File: config.mk
export PLATFORM = sky130hd
export DESIGN_NAME = mcu_cmd_rx
export DESIGN_NICKNAME = d
export VERILOG_FILES = /design/src/rtl/mcu_cmd_pkg.sv /design/src/rtl/spi_byte_rx.sv /design/src/rtl/mcu_cmd_rx.sv
export SDC_FILE = /design/constraint.sdc
export NUM_CORES = 1
export LEC_CHECK = 0
export ABC_AREA = 1
export BUFFER_PORTS_ARGS = -buffer_cell sky130_fd_sc_hd__buf_2
export CAP_MARGIN = 20
export CORE_ASPECT_RATIO = 2
export CORE_MARGIN = 1
export CORE_UTILIZATION = 30
export DETAILED_ROUTE_END_ITERATION = 8
export PLACE_DENSITY_LB_ADDON = 0.08
export SLEW_MARGIN = 5
export SYNTH_ARGS = -nofsm -noshare
export SYNTH_HDL_FRONTEND = slang
export SYNTH_SLANG_ARGS = --single-unit
File: constraint.sdc
create_clock -name clk -period 2.6 [get_ports clk]
set_input_delay 0.52 -clock clk [delete_from_list [all_inputs] [get_ports clk]]
set_output_delay 0.52 -clock clk [all_outputs]
set_load 0.01 [all_outputs]
File: src/rtl/mcu_cmd_pkg.sv
// Shared definitions for the MCU command receiver and the modulation selector.
// Holds the frame FSM states, the default header byte and the mode codes.
package mcu_cmd_pkg;

   typedef enum logic [1:0] {
      WAIT_HDR  = 2'd0,
      WAIT_MODE = 2'd1,
      WAIT_CSUM = 2'd2
   } frame_state_t;

   typedef enum logic [2:0] {
      MODE_AM   = 3'd0,
      MODE_DSB  = 3'd1,
      MODE_FM   = 3'd2,
      MODE_ASK  = 3'd3,
      MODE_FSK  = 3'd4,
      MODE_BPSK = 3'd5,
      MODE_QPSK = 3'd6
   } mode_t;

   localparam logic [7:0] HEADER_DEFAULT = 8'hA5;

   function automatic logic [7:0] frame_csum(input logic [7:0] hdr, input logic [7:0] mode);
      return hdr ^ mode;
   endfunction

endpackage

File: src/rtl/spi_byte_rx.sv
// SPI mode-0 slave front end: synchronizes the MCU pins into clk, detects sck/cs_n
// edges, assembles MSB-first bytes and shifts the readback word out on miso.
module spi_byte_rx (
   input  logic       clk,
   input  logic       rst,
   input  logic       spi_sck,
   input  logic       spi_cs_n,
   input  logic       spi_mosi,
   input  logic       bit_clr,
   input  logic [7:0] tx_data,
   output logic       spi_miso,
   output logic [7:0] rx_byte,
   output logic       byte_done,
   output logic       cs_rise,
   output logic       partial
);

   logic [2:0] sck_q;
   logic [2:0] cs_q;
   logic [1:0] mosi_q;
   logic [2:0] bit_cnt;
   logic [7:0] shreg;
   logic       sck_rise;
   logic       sck_fall;
   logic       cs_fall;
   logic       cs_active;

   // Stages [1:0] are the synchronizer; stage [2] is the previous synchronized value.
   assign sck_rise  = sck_q[1] & ~sck_q[2];
   assign sck_fall  = ~sck_q[1] & sck_q[2];
   assign cs_rise   = cs_q[1] & ~cs_q[2];
   assign cs_fall   = ~cs_q[1] & cs_q[2];
   assign cs_active = ~cs_q[1];
   assign partial   = (bit_cnt != 3'd0);
   assign rx_byte   = shreg;

   always_ff @(posedge clk) begin
      if (!rst) begin
         sck_q     <= '0;
         cs_q      <= '0;
         mosi_q    <= '0;
         bit_cnt   <= '0;
         shreg     <= '0;
         byte_done <= 1'b0;
         spi_miso  <= 1'b0;
      end else begin
         sck_q     <= {sck_q[1:0], spi_sck};
         cs_q      <= {cs_q[1:0], spi_cs_n};
         mosi_q    <= {mosi_q[0], spi_mosi};
         byte_done <= 1'b0;

         if (cs_rise || bit_clr) begin
            bit_cnt <= '0;
         end else if (sck_rise && cs_active) begin
            shreg   <= {shreg[6:0], mosi_q[1]};
            bit_cnt <= bit_cnt + 3'd1;
            if (bit_cnt == 3'd7)
               byte_done <= 1'b1;
         end

         // After bit n is sampled the counter reads n+1, so ~bit_cnt selects the next MSB-first bit.
         if (cs_fall)
            spi_miso <= tx_data[7];
         else if (sck_fall && cs_active)
            spi_miso <= tx_data[~bit_cnt];
      end
   end

endmodule

File: src/rtl/mcu_cmd_rx.sv
// MCU command receiver: validates HEADER/MODE/CSUM frames arriving over SPI and
// loads the accepted mode into cov_data, with cs_n-abort and inter-byte timeout.
module mcu_cmd_rx
   import mcu_cmd_pkg::*;
#(
   parameter logic [7:0] HEADER      = HEADER_DEFAULT,
   parameter int         TIMEOUT_CYC = 50000,
   parameter int         MODE_MAX    = int'(MODE_QPSK)
) (
   input  logic       clk,
   input  logic       rst,
   input  logic       spi_sck,
   input  logic       spi_cs_n,
   input  logic       spi_mosi,
   output logic       spi_miso,
   output logic [7:0] cov_data,
   output logic       cmd_valid,
   output logic       frame_err
);

   localparam int TW = $clog2(TIMEOUT_CYC + 1);

   frame_state_t state;
   frame_state_t state_post;
   frame_state_t state_n;
   logic [7:0]   rx_byte;
   logic         byte_done;
   logic         cs_rise;
   logic         partial;
   logic [7:0]   mode_q;
   logic [TW-1:0] tcnt;
   logic         timeout_hit;
   logic         csum_ok;
   logic         mode_ok;
   logic         accept;
   logic         reject;
   logic         abort;

   spi_byte_rx u_byte_rx (
      .clk       (clk),
      .rst       (rst),
      .spi_sck   (spi_sck),
      .spi_cs_n  (spi_cs_n),
      .spi_mosi  (spi_mosi),
      .bit_clr   (timeout_hit),
      .tx_data   (cov_data),
      .spi_miso  (spi_miso),
      .rx_byte   (rx_byte),
      .byte_done (byte_done),
      .cs_rise   (cs_rise),
      .partial   (partial)
   );

   assign csum_ok     = (rx_byte == frame_csum(HEADER, mode_q));
   assign mode_ok     = (int'({29'd0, mode_q[2:0]}) <= MODE_MAX);
   assign timeout_hit = (state != WAIT_HDR) && !byte_done && (tcnt == TW'(TIMEOUT_CYC - 1));

   always_ff @(posedge clk) begin
      if (!rst)
         state <= WAIT_HDR;
      else
         state <= state_n;
   end

   // A byte completing alongside a cs_n rise is consumed first (state_post), then the abort applies.
   always_comb begin
      state_post = state;
      if (byte_done) begin
         case (state)
            WAIT_HDR:  if (rx_byte == HEADER) state_post = WAIT_MODE;
            WAIT_MODE: state_post = WAIT_CSUM;
            WAIT_CSUM: state_post = WAIT_HDR;
            default:   state_post = WAIT_HDR;
         endcase
      end else if (timeout_hit) begin
         state_post = WAIT_HDR;
      end
      state_n = cs_rise ? WAIT_HDR : state_post;
   end

   always_comb begin
      accept = 1'b0;
      reject = 1'b0;
      abort  = 1'b0;
      if (byte_done && state == WAIT_CSUM) begin
         if (csum_ok && mode_ok)
            accept = 1'b1;
         else
            reject = 1'b1;
      end
      if (timeout_hit)
         abort = 1'b1;
      if (cs_rise && (state_post != WAIT_HDR || partial))
         abort = 1'b1;
   end

   always_ff @(posedge clk) begin
      if (!rst) begin
         cov_data  <= '0;
         cmd_valid <= 1'b0;
         frame_err <= 1'b0;
         mode_q    <= '0;
         tcnt      <= '0;
      end else begin
         cmd_valid <= accept;
         frame_err <= reject | (abort & ~accept);
         if (accept)
            cov_data <= mode_q;
         if (byte_done && state == WAIT_MODE)
            mode_q <= rx_byte;
         if (byte_done || state == WAIT_HDR)
            tcnt <= '0;
         else
            tcnt <= tcnt + TW'(1);
      end
   end

endmodule

* After elaboration in Yosys (flattened, before gate mapping) *
Index checks and enable logic that the tools add are counted.

word-level totals
  register bits after elaboration = 57
  logic and storage cells = 76
  input port bits = 5
  output and inout bits = 11

operators by class
  $add $sub $neg = 2
  order comparisons = 2
  reduce and logical (&&, ||, !) cells = 22
  multiplexer cells = 15
  equal/unequal tests = 6
  bitwise operators = 16

operators by type and width
  operator               number
  $add 16x1->16 const B  1
  $eq 16x16->1 const B   1
  $mux 1                 10
  $eq 8x8->1             1
  $eq 8x8->1 const B     1
  $logic_and 1x1->1      8
  $not 1->1              8
  $mux 2                 3
  $reduce_bool 2->1      3
  $reduce_or 2->1        3
  $and 1x1->1            5
  $lt 3x4->1 const B     1
  $not 4->4              1
  $pmux 2 s2             1
  $add 3x1->3 const B    1
  $bmux 1 s3             1
  $eq 3x3->1 const B     1
  $le 3x3->1 const B     1
  $logic_or 1x1->1       3
  $not 3->3              1
  $reduce_bool 3->1      1
  $reduce_or 3->1        1
  $eq 2x1->1 const B     1
  $eq 2x2->1 const B     1
  4 further kinds        4

* Logic depth before layout (Yosys ltp) *
  depth after elaboration = 11
  depth in mapped cells = 9
  depth with buffers taken out = 9

* By module *
From an unflattened synthesis, not the netlist that was laid out.

unflattened totals
  cell total of the unflattened synthesis = 338
  area, all modules = 2549.9 um^2

modules (own cells, without submodules)
  module       cells an instance  times used  seq. area each (um^2)  area an instance (um^2)
  mcu_cmd_rx   228                1           720.7                  1705.4
  spi_byte_rx  110                1           420.4                  844.6

* Least setup slack after synthesis *
No wires, ideal clock.

  path kind = register to register
  start point = reg tcnt[0]
  end point = reg u_byte_rx.shreg[7] (netlist: u_byte_rx.rx_byte[7])
  data required time = 2534 ps
  buffers on the path = 1
  stages on the path, launching flop included = 9
  library setup time = 66 ps
  arrival = 1302 ps
  period minus slack after synthesis = 1368 ps
  setup slack = 1232 ps
  path through = dfxtp_1 ha_1 nand3_1 nor2_4 nand3_4 nand2_4 buf_6 o21ai_1 a21oi_2

between the ends
  longest elaborated chain between the ends = 5

ends and longest elaborated chain
  item                        line               source
  start: declaration          mcu_cmd_rx.sv:31   logic [TW-1:0] tcnt;
  start signal: assignment    mcu_cmd_rx.sv:114  tcnt <= tcnt + TW'(1);
  $eq 16x16->1                mcu_cmd_rx.sv:56   assign timeout_hit = (state != WAIT_HDR) && !byte_done && (tcnt == TW'(TIMEOUT_CYC - 1));
  $logic_and 1x1->1           mcu_cmd_rx.sv:56
  $logic_or 1x1->1            spi_byte_rx.sv:52  if (cs_rise || bit_clr) begin
  $not 1->1 (no line)         --
  $reduce_and 2->1 (no line)  --
  end signal: assignment      spi_byte_rx.sv:55  shreg <= {shreg[6:0], mosi_q[1]};
  end: declaration            spi_byte_rx.sv:22  logic [7:0] shreg;

No other way between the ends.
A chain may end at the register's enable or synchronous reset.

* Worst setup path after layout *
  start point = reg mode_q[5]
  end point = reg cov_data[1]

between the ends
  longest elaborated chain between the ends = 5

ends and longest elaborated chain
  item                      line               source
  start: declaration        mcu_cmd_rx.sv:30   logic [7:0] mode_q;
  start signal: assignment  mcu_cmd_rx.sv:110  mode_q <= rx_byte;
  $not 4->4 (no line)       --
  $eq 8x8->1                mcu_cmd_rx.sv:54   assign csum_ok = (rx_byte == frame_csum(HEADER, mode_q));
  $logic_and 1x1->1         mcu_cmd_rx.sv:86   if (csum_ok && mode_ok)
  $mux 1                    mcu_cmd_rx.sv:86
  $mux 1                    mcu_cmd_rx.sv:85   if (byte_done && state == WAIT_CSUM) begin
  end signal: assignment    mcu_cmd_rx.sv:108  cov_data <= mode_q;
  end: declaration          mcu_cmd_rx.sv:16   output logic [7:0] cov_data,

No other way between the ends.

==> reports/metrics.cfg <==
[cts]
clock_latency_ns=0.33
cts_buffers=9
cts_max_level=3
hold_buffers=0
cts_sinks=57
cts_tree=done
cts.clk_slew.worst_paths_ns=0.05
post_cts_resize_count=0
clock_path_buffers=2
post_cts_buffers=0
root_buffer=clkbuf_16

[setup_path]
worst-setup-path-type=flop to flop
worstSetupEndpointType=flop
cp_data_required_time_ns=2.81
cpPeakStageDelay_ns=0.44
cp_cell_sequence=xor2_1 -> nand3_1 -> nor2_1 -> nand2_1 -> nand2_2 -> o22ai_1
path_buf_inv=0
crit_arrival_ns=1.81
crit_path_max_fanout=5
path_delay_family=simple AND/OR/NAND/NOR gates
slowest_stage=dfxtp_1
worst_setup_path_start_kind=flop

[logic_synthesis]
netlist_instances=332
ys_ff_latch=57
synth_area_um2=2510
ys_warn_count=0
synth_cell_type_count=39
async_reset_ff_share_pct=0
netlist.area_leader.share_pct=45.4
syn_area_per_cell_um2=7.57
ys_top_cells_by_area=dfxtp_1, inv_1, nand2_1
synth_enable_flop_cells=0
yosysSeqAreaShare_pct=45.4
netlist.top_cell.by_area=dfxtp_1
synth_nets=341
synth_ff_type=dfxtp_1
yosys-top-cells-count=dfxtp_1, inv_1, nand2_1
yosysMostFrequentCell=dfxtp_1

[pwr]
switchingPower_mw=0.441
intPower_mw=1.67
p_leak_nw=1.15
clkPwrFrac_pct=54.7
power_frac_comb_pct=2.8
seq_power_share_pct=42.5
ir_drop_v=0.000290
swShare_pct=20.9
p_per_area_nw_per_um2=709

[timing]
setup_tns_ns=0
fin_skew_ns=0.00711
rsz0062_at_grt=false
drv_slew=0
setup_viol=0
holdWs_ns=0.372
hold_viol=0
max_freq_mhz=626
max_slew_margin_pct=60.1
final.period_utilization_pct=61.4
period_minus_slack_ns=1.60
tightest_slew_ns=0.596

[route]
finalWirelength_um=6320
vias_per_cell=4.85
remaining_drc_errors=0
via_count=2208
drt-pass1-iter-count=4
ant_nets=0
post_drt_wl_per_cell_um=13.9
drtIter0Drc=137

[grt]
grt_pass1_wl_um=10500
grt_max_degree=33
gr-total-overflow=0
grt_pass1_vias=2154
antenna_found_initial=0
grt_use_total_pct=16.5

[final_layout]
fin_cells=455
drive_above_1_share_pct=14.5
area_growth_pct=18.5
final_core_util_pct=37.2
nets=363
num_antenna_cells=0

[die]
dieArea_um2=8770
die_w_um=66.7
start_util_pct=31.4
die_y_um=131
rows=46
io_pins=16
core_um2=8000

[place]
gp_congestion=0.889
portBuffers=15
dpl.hpwl_um=4930
place_inst=439

[min_path]
hp-class=input pin to flop

[run_status]
status=complete, no violations

[flow_run]
cap_violations=0

==> power groups by stage <==
stage          combinational [mW]  sequential (mW)  clock [mW]
2_1_floorplan              0.0444            0.911           0
3_3_place_gp               0.0602            0.914           0
3_5_place_dp               0.0599            0.914           0
4_1_cts                    0.0603            0.896        1.18
5_1_grt                    0.0674            0.897        1.22
6_report                   0.0594            0.897        1.15
==> cell type report <==
cell class	instances	area (um2)
Clock inverter	3	40.0
Sequential cell	57	1140
Tap cell	96	120
Clock buffer	13	250
Inverter	55	206
Multi-Input combinational cell	215	1140
Timing Repair Buffer	16	82.6
Fill cell	852	5020
==> layer usage <==
layer / GRT usage (%) / vias to the layer above / wire length [um]
met5: 0 / - / 0
met4: 13.4 / 0 / 364
met3: 3.30 / 27 / 189
met2: 29.3 / 49 / 3510
met1: 15.3 / 998 / 2260
li1: - / 1134 / -
==> worst reg2reg max path, delay by kind of cell, from the launching register on <==
kind             cells  cell delay, ns
flip-flops           1            0.44
AND/OR/NAND/NOR      4            0.67
AO/OA/AOI/OAI        1            0.08
XOR/XNOR             1            0.29
==> cell usage in the layout, fill, tap and decap left out, types with 2 or more instances in the layout <==
master | Yosys | layout
nand2_1 | 52 | 52
a21oi_2 | 2 | 2
clkbuf_1 | 1 | 3
nand3_2 | 2 | 2
o22ai_1 | 4 | 4
nor2_2 | 3 | 3
xnor2_1 | 2 | 2
a31oi_1 | 2 | 2
o21ai_2 | 2 | 2
a21oi_1 | 34 | 34
nand3_1 | 17 | 17
nor2_1 | 25 | 25
clkbuf_16 | 0 | 9
or2_2 | 5 | 5
inv_1 | 53 | 53
ha_1 | 4 | 4
o21ai_0 | 27 | 27
clkinv_2 | 0 | 2
inv_2 | 2 | 2
nand4_1 | 6 | 6
nor3_1 | 7 | 7
buf_2 | 2 | 15
dfxtp_1 | 57 | 57
o21ai_1 | 6 | 6
==> state kept, by name (all words and copies together), names as in the netlist <==
signal	count
cmd_valid	1
cov_data	8
mode_q	8
state	2
u_byte_rx.bit_cnt	3
u_byte_rx.mosi_q	2
frame_err	1
tcnt	16
u_byte_rx.rx_byte	8
u_byte_rx.sck_q	3
u_byte_rx.cs_q	3
u_byte_rx.spi_miso	1
u_byte_rx.byte_done	1
==> path summary, 6_finish.rpt <==
kind | cells past startpoint | start | endpoint | slack, ns
hold / removal | 3 | spi_sck | u_byte_rx.sck_q[0] | 0.37
setup / recovery | 6 | mode_q[5] | cov_data[1] | 1.00
hold reg to reg | 2 | u_byte_rx.cs_q[0] | u_byte_rx.cs_q[1] | 0.41
setup reg to reg | 6 | mode_q[5] | cov_data[1] | 1.00
==> cell families after synthesis <==
group	count (synthesis)	share of synthesized area, %
AOI/OAI and AO/OA	83	18.2
xor gates and xnor gates	3	1.05
adders and majority gates	4	1.99
buffers and inverters	60	9.36
DFF	57	45.4
and+or+nand+nor	125	24.0
==> stage by stage <==
| step | area (um2) | setup slack (ns) | total power [mW] |
|---|---|---|---|
| global placement | 2690 | 1.02 | 0.974 |
| CTS | 2980 | 1.02 | 2.13 |
| floorplan | 2510 | 1.23 | 0.956 |
| global route | 2980 | 0.846 | 2.19 |
| detailed placement | 2690 | 1.04 | 0.974 |
| finish | 2980 | 1.00 | 2.11 |
(Power assumes the default switching activity.)
